$ cat config.mk
export PLATFORM = sky130hd
export DESIGN_NAME = falafel_req_dispatcher
export DESIGN_NICKNAME = d
export VERILOG_FILES = /design/src/rtl/falafel_pkg.sv /design/src/rtl/falafel_req_dispatcher.sv
export SDC_FILE = /design/constraint.sdc
export NUM_CORES = 1
export LEC_CHECK = 0
export CORE_ASPECT_RATIO = 0.9
export CORE_MARGIN = 2
export CORE_UTILIZATION = 50
export DETAILED_ROUTE_END_ITERATION = 8
export DONT_BUFFER_PORTS = 1
export GPL_ROUTABILITY_DRIVEN = 0
export GPL_TIMING_DRIVEN = 0
export HOLD_SLACK_MARGIN = 0.1
export PLACE_DENSITY = 0.64
export SYNTH_ARGS = -nofsm -noshare
export SYNTH_HDL_FRONTEND = slang
export SYNTH_SLANG_ARGS = --single-unit
$ cat constraint.sdc
create_clock -name clk_i -period 7.3 [get_ports clk_i]
set_clock_uncertainty 0.15 [all_clocks]
set_input_delay 1.095 -clock clk_i [delete_from_list [all_inputs] [get_ports clk_i]]
set_output_delay 1.095 -clock clk_i [all_outputs]
set_load 0.05 [all_outputs]
$ cat src/rtl/falafel_pkg.sv
// falafel_pkg: shared types and constants for the falafel request dispatcher.
//   DATA_W       width of the size and address fields
//   MSG_ID_SIZE  width of the request ID
//   ALIGN_BYTES  allocation granule (power of two)
//   core_op_e, core_req_t, dispatch_state_e, align_up()
package falafel_pkg;

    localparam int DATA_W      = 16;
    localparam int MSG_ID_SIZE = 4;
    localparam int ALIGN_BYTES = 8;

    localparam logic [DATA_W-1:0] ALIGN_MASK = DATA_W'(ALIGN_BYTES - 1);

    typedef enum logic {
        CORE_ALLOC = 1'b0,
        CORE_FREE  = 1'b1
    } core_op_e;

    typedef struct packed {
        core_op_e                op;
        logic [DATA_W-1:0]       data;
        logic [MSG_ID_SIZE-1:0]  id;
    } core_req_t;

    typedef enum logic [1:0] {
        IDLE,
        ISSUE,
        WAIT_RSP,
        REPLY
    } dispatch_state_e;

    // Rounds size up to the granule. Bit DATA_W of the result is the carry
    // out of the DATA_W+1-bit sum, i.e. the rounded size does not fit.
    function automatic logic [DATA_W:0] align_up(input logic [DATA_W-1:0] size);
        logic [DATA_W:0] sum;
        sum = {1'b0, size} + {1'b0, ALIGN_MASK};
        return {sum[DATA_W], sum[DATA_W-1:0] & ~ALIGN_MASK};
    endfunction

endpackage

$ cat src/rtl/falafel_req_dispatcher.sv
// falafel_req_dispatcher: drains the alloc and free request FIFOs, arbitrates
// fairly between them, filters trivial requests and issues one request at a
// time to the allocator core; alloc results are returned with their ID.
//   clk_i, rst_i                      clock, async active-high reset
//   alloc_fifo_*                      FWFT alloc FIFO (size, id), pop
//   free_fifo_*                       FWFT free FIFO (address), pop
//   core_req_val_o/rdy_i, core_req_o  request channel to the core
//   core_rsp_val_i/rdy_o, addr, ok    response channel from the core
//   resp_val_o/rdy_i, addr, id        alloc result channel (addr 0 = failure)
//   busy_o                            dispatcher is not idle
module falafel_req_dispatcher
    import falafel_pkg::*;
(
    input  logic                    clk_i,
    input  logic                    rst_i,
    input  logic                    alloc_fifo_empty_i,
    output logic                    alloc_fifo_pop_o,
    input  logic [DATA_W-1:0]       alloc_fifo_dout_size_i,
    input  logic [MSG_ID_SIZE-1:0]  alloc_fifo_dout_id_i,
    input  logic                    free_fifo_empty_i,
    output logic                    free_fifo_pop_o,
    input  logic [DATA_W-1:0]       free_fifo_dout_i,
    output logic                    core_req_val_o,
    input  logic                    core_req_rdy_i,
    output core_req_t               core_req_o,
    input  logic                    core_rsp_val_i,
    output logic                    core_rsp_rdy_o,
    input  logic [DATA_W-1:0]       core_rsp_addr_i,
    input  logic                    core_rsp_ok_i,
    output logic                    resp_val_o,
    input  logic                    resp_rdy_i,
    output logic [DATA_W-1:0]       resp_addr_o,
    output logic [MSG_ID_SIZE-1:0]  resp_id_o,
    output logic                    busy_o
);

    dispatch_state_e          state_q, state_d;
    core_op_e                 last_grant;
    core_op_e                 cur_op;
    logic [DATA_W-1:0]        cur_data;
    logic [MSG_ID_SIZE-1:0]   cur_id;
    logic [DATA_W-1:0]        resp_addr;

    logic                     grant_alloc, grant_free;
    logic [DATA_W:0]          alloc_rounded;
    logic                     alloc_trivial, free_drop;

    // Two requesters, one history bit: on a tie the side not granted last wins.
    assign grant_alloc = !rst_i && (state_q == IDLE) && !alloc_fifo_empty_i &&
                         (free_fifo_empty_i || last_grant == CORE_FREE);
    assign grant_free  = !rst_i && (state_q == IDLE) && !free_fifo_empty_i &&
                         (alloc_fifo_empty_i || last_grant == CORE_ALLOC);

    assign alloc_rounded = align_up(alloc_fifo_dout_size_i);
    assign alloc_trivial = (alloc_fifo_dout_size_i == '0) || alloc_rounded[DATA_W];
    assign free_drop     = (free_fifo_dout_i == '0) ||
                           ((free_fifo_dout_i & ALIGN_MASK) != '0);

    // State register.
    // NOTE: sequential state uses non-blocking assignments so every flop
    // samples pre-edge values regardless of block evaluation order.
    always_ff @(posedge clk_i or posedge rst_i) begin
        if (rst_i) state_q <= IDLE;
        else       state_q <= state_d;
    end

    // Next-state logic.
    // NOTE: state_d gets a default first so no path leaves it unassigned,
    // which would otherwise infer a latch.
    always_comb begin
        state_d = state_q;
        unique case (state_q)
            IDLE: begin
                if (grant_alloc)     state_d = alloc_trivial ? REPLY : ISSUE;
                else if (grant_free) state_d = free_drop ? IDLE : ISSUE;
            end
            ISSUE:    if (core_req_rdy_i) state_d = WAIT_RSP;
            WAIT_RSP: if (core_rsp_val_i) state_d = (cur_op == CORE_ALLOC) ? REPLY : IDLE;
            REPLY:    if (resp_rdy_i)     state_d = IDLE;
            default:  state_d = IDLE;
        endcase
    end

    // Request/response latches. A trivial alloc latches the aligned size
    // (possibly wrapped) but never issues it, and leaves resp_addr at 0.
    always_ff @(posedge clk_i or posedge rst_i) begin
        if (rst_i) begin
            last_grant <= CORE_FREE;
            cur_op     <= CORE_ALLOC;
            cur_data   <= '0;
            cur_id     <= '0;
            resp_addr  <= '0;
        end else if (grant_alloc) begin
            last_grant <= CORE_ALLOC;
            cur_op     <= CORE_ALLOC;
            cur_data   <= alloc_rounded[DATA_W-1:0];
            cur_id     <= alloc_fifo_dout_id_i;
            resp_addr  <= '0;
        end else if (grant_free) begin
            last_grant <= CORE_FREE;
            cur_op     <= CORE_FREE;
            cur_data   <= free_fifo_dout_i;
            cur_id     <= '0;
        end else if (state_q == WAIT_RSP && core_rsp_val_i && cur_op == CORE_ALLOC) begin
            resp_addr  <= core_rsp_ok_i ? core_rsp_addr_i : '0;
        end
    end

    // Outputs: payloads are gated to 0 whenever their valid is low.
    always_comb begin
        alloc_fifo_pop_o = grant_alloc;
        free_fifo_pop_o  = grant_free;
        core_req_val_o   = (state_q == ISSUE);
        core_rsp_rdy_o   = (state_q == WAIT_RSP);
        resp_val_o       = (state_q == REPLY);
        busy_o           = (state_q != IDLE);
        core_req_o       = '0;
        resp_addr_o      = '0;
        resp_id_o        = '0;
        if (state_q == ISSUE) begin
            core_req_o.op   = cur_op;
            core_req_o.data = cur_data;
            core_req_o.id   = cur_id;
        end
        if (state_q == REPLY) begin
            resp_addr_o = resp_addr;
            resp_id_o   = cur_id;
        end
    end

endmodule

* Word level (Yosys, flattened, before mapping)
Cells that the tools add are included.
** Word-level totals
- Input bits :: 60
- Flip-flop bits (word level) :: 40
- Word-level logic and storage cells :: 62
- Output and inout bits :: 47
** Operators by class
- Reduce and logical (&&, ||, !) cells :: 23
- Eq/ne operators :: 8
- Multiplexer cells :: 22
- Add/subtract/negate cells :: 1
- Bitwise logic cells :: 2
** Operators with widths (count)
- 2-to-1 mux 16 bit :: 7
- logical NOT 16 bit :: 2
- 2-to-1 mux 21 bit :: 1
- adder 16 x 3 -> 17 bit, second input constant :: 1
- nonzero test 16 bit :: 1
- 2-to-1 mux 2 bit :: 7
- 2-to-1 mux 4 bit :: 3
- one-hot mux 2 bit (4 select lines) :: 1
- logical AND 1 bit :: 7
- nonzero test 2 bit :: 3
- == test 2 bit, second input constant :: 2
- logical OR 1 bit :: 4
- != test 2 x 1 -> 1 bit, second input constant :: 2
- != test 2 bit, second input constant :: 2
- AND reduction 4 bit :: 1
- logical NOT 1 bit :: 3
- 2-to-1 mux 1 bit :: 3
- != test 3 bit, second input constant :: 1
- == test 2 x 1 -> 1 bit, second input constant :: 1
- logical NOT 2 bit :: 1
- inverter 1 bit :: 2
- AND reduction 2 bit :: 1

* Depth between registers and ports, before layout
- Depth in word-level cells :: 7
- Mapped depth :: 7

* Worst setup path before layout
No wires, ideal clock.
- Path kind :: input to output
- Start point :: input rst_i
- End point :: output alloc_fifo_pop_o
- Arrival :: 2.772 ns
- Buffers on the path :: 1
- Stages :: 4
- Path slack :: 3.283 ns
- Path through :: inv_1 -> nand3_2 -> inv_1 -> buf_2
** Between the ends
- Word-level cells in the longest chain between the ends :: 4
** RTL lines
- start, declared :: RTL line falafel_req_dispatcher.sv:15 : input logic rst_i,
- logical NOT 1 bit (no line)
- logical AND 1 bit (3 in a row) :: RTL line falafel_req_dispatcher.sv:49 : assign grant_alloc = !rst_i && (state_q == IDLE) && !alloc_fifo_empty_i &&
- end, declared :: RTL line falafel_req_dispatcher.sv:17 : output logic alloc_fifo_pop_o,
No other way between the ends.

* Worst setup path after layout
Ends and elaborated chain as after synthesis.

==> results.yml <==
logic_synthesis:
  synth_top_cell_by_area: "dfrtp_1"
  yosysSeqAreaShare_pct: 43.7
  synth_cells: 229
  netlist.area_leader.share_pct: 42.5
  async_reset_ff_share_pct: 100
  yosysWarnings: 0
  syn_area_per_cell_sq_um: 10.0
  synth_seq_cells: 40
  syn-num-nets: 289
  synth_edf_count: 0
  synthTopCellsByArea: "dfrtp_1 43%, a22o_1 7.6%, and2_1 6.0%"
  synth_area_sq_mm: 0.00229
  synth_cell_types: 41
  synthFlopType: "dfrtp_1"
power:
  leakagePower_nw: 1.12
  cellPowerDensity_mw_per_mm2: 406
  power.total_mw: 1.00
  vdd_drop_max_v: 0.000203
global_routing:
  antenna_found_initial: 0
  grt_pass1_vias: 1850
  overflow: 0
  grt_max_degree: 42
  grt_first_pass_wirelength_microns: 9060
  grt.total_usage_pct: 23.6
floorplanning:
  row_count: 23
  num_io_pins: 107
  dieArea_sq_mm: 0.00515
  chipWidth_microns: 75.4
  start_util_pct: 51.8
  core_sq_mm: 0.00443
  die_y_microns: 68.3
sta:
  layout_min_cycle_time_ps: 3910
  finalHoldViolCount: 0
  slew_headroom_pct: 39.8
  setup_violations: 0
  maxSlewViolCount: 0
  fin_setup_tns_ps: 0
  max_freq_mhz: 256
  worstMarginPinSlew_ps: 899
  fin_crit_sh_pct: 53.5
  rsz0062_at_grt: "no"
worst_setup_path:
  cp_max_fo: 41
  start_kind: "primary input"
  timing.rr.start: "state_q[1]"
  startpoint: "rst_i"
  crit_path_max_incr_delay_ps: 590
  crit_chain: "inv_2 > nand3_2 > inv_1 > buf_2"
  crit_arrival_ps: 2660
  end_kind: "output port"
  worst-setup-path-type: "in -> out"
  crit_slowest_cell: "inv_2"
  crit_required_ps: 6050
drt:
  vias: 1931
  drtIter0Drc: 85
  routed_wl_microns: 5950
  routedWlPerCell_microns: 19.9
  via_per_inst: 6.46
  dr.pass1.iters: 4
  drt.antenna.violating_nets: 0
  drc_errors: 0
place:
  port_buffers: 0
  hpwl_microns: 4560
clock_tree:
  worstSkewPairLatency_ps: 290
  htree_levels: 2
  cts_setup_buffers: 0
  holdBufCountCts: 0
  cts_tree: "built"
  cts_resized: 0
  clk_pin_slew_ps: 70
  cts_root_buf: "clkbuf_8"
  cts_max_path_buffers: 2
  cts_sinks: 40
  cts_made_buffers: 5
layout:
  final_cell_mix: "39 x dfrtp_1, 22 x and2_1, 21 x and3_1"
  areaGrowthSynthToFinish_pct: 7.47
  diodes: 0
  layout_commonest_cell: "dfrtp_1"
  nNetsFinal: 296
  drive_above_1_share_pct: 9.70
  fillCellCount: 430
worst_hold_path:
  hold_path.class: "reg -> reg"
  hold_start: "resp_addr[0]"
run:
  max_cap_violations: 0
run_status:
  status: "complete, no violations"
state kept, by name, summed over array words and instances, names as in the netlist:
name        flops
state_q         2
resp_addr      16
cur_data       16
cur_id          4
last_grant      1
cur_op          1
routing by layer:
| metal | track usage, % | share of wire [%] | vias up |
|---|---|---|---|
| met5 | 0 | 0 | - |
| met2 | 33.9 | 45 | 119 |
| met3 | 6.63 | 11 | 10 |
| li1 | - | - | 858 |
| met4 | 7.68 | 1.5 | 0 |
| met1 | 34.1 | 43 | 944 |
through the flow:
step / std cells / worst slack, ps / hold slack (ps) / cell area (sq um) / util [%]
floorplan: 229 / 3280 / 314 / 2290 / -
global placement: 291 / 2750 / 330 / 2370 / 53.5
detailed placement: 291 / 3340 / 334 / 2370 / 53.5
CTS: 299 / 3330 / 353 / 2470 / 55.6
global route: 299 / 3120 / 369 / 2470 / 55.6
finish: 299 / 3390 / 352 / 2470 / 55.6
layout make-up:
| type | instances | area (sq um) | share of cell area (%) |
|---|---|---|---|
| Clock buffer | 7 | 86.3 | 3.50 |
| Inverter | 5 | 18.8 | 0.761 |
| Buffer | 17 | 85.1 | 3.45 |
| Sequential cell | 40 | 1000 | 40.6 |
| Tap cell | 62 | 77.6 | 3.15 |
| Clock inverter | 1 | 7.51 | 0.304 |
| Multi-Input combinational cell | 167 | 1190 | 48.2 |
cell usage after synthesis (3+ instances only):
cell type	instances
a22oi_1	7
mux2i_1	13
and2_1	22
buf_2	5
inv_1	5
xnor2_1	11
a21o_1	3
o21ai_0	9
nor4_1	7
nand2_1	5
a22o_1	20
nand4_1	4
and3_1	21
clkbuf_1	10
dfrtp_1	39
nor3_1	7
nor2_1	10
nor2b_1	3
path summary, 6_finish.rpt:
kind                                         end  slack (ps)  depth (start not counted)
worst max register to register         cur_id[1]        5200                          6
min in group asynchronous           cur_data[15]         700                          1
worst max-delay path            alloc_fifo_pop_o        3390                          4
max in group asynchronous           cur_data[14]        5770                          1
worst min register to register      resp_addr[0]         350                          1
worst min-delay path                resp_addr[0]         350                          1
kinds of logic after synthesis:
logic type | Yosys count | synth area share (%)
muxes | 13 | 5.67
xor gates and xnor gates | 13 | 4.96
DFF | 40 | 43.7
and+or+nand+nor | 90 | 23.8
AOI/OAI and AO/OA | 51 | 17.3
buffers and inverters | 22 | 4.53
worst max-delay path: cells and delay by family:
family,cells,cell delay (ps)
buffers and inverters,3,1310
and+or+nand+nor,1,250
power by group:
part / internal, mW / switching, mW
registers: 0.322 / 0.0541
logic: 0.139 / 0.332
clock network: 0.0768 / 0.0763
total: 0.538 / 0.462
No activity file was read; power rests on OpenSTA's default activity.
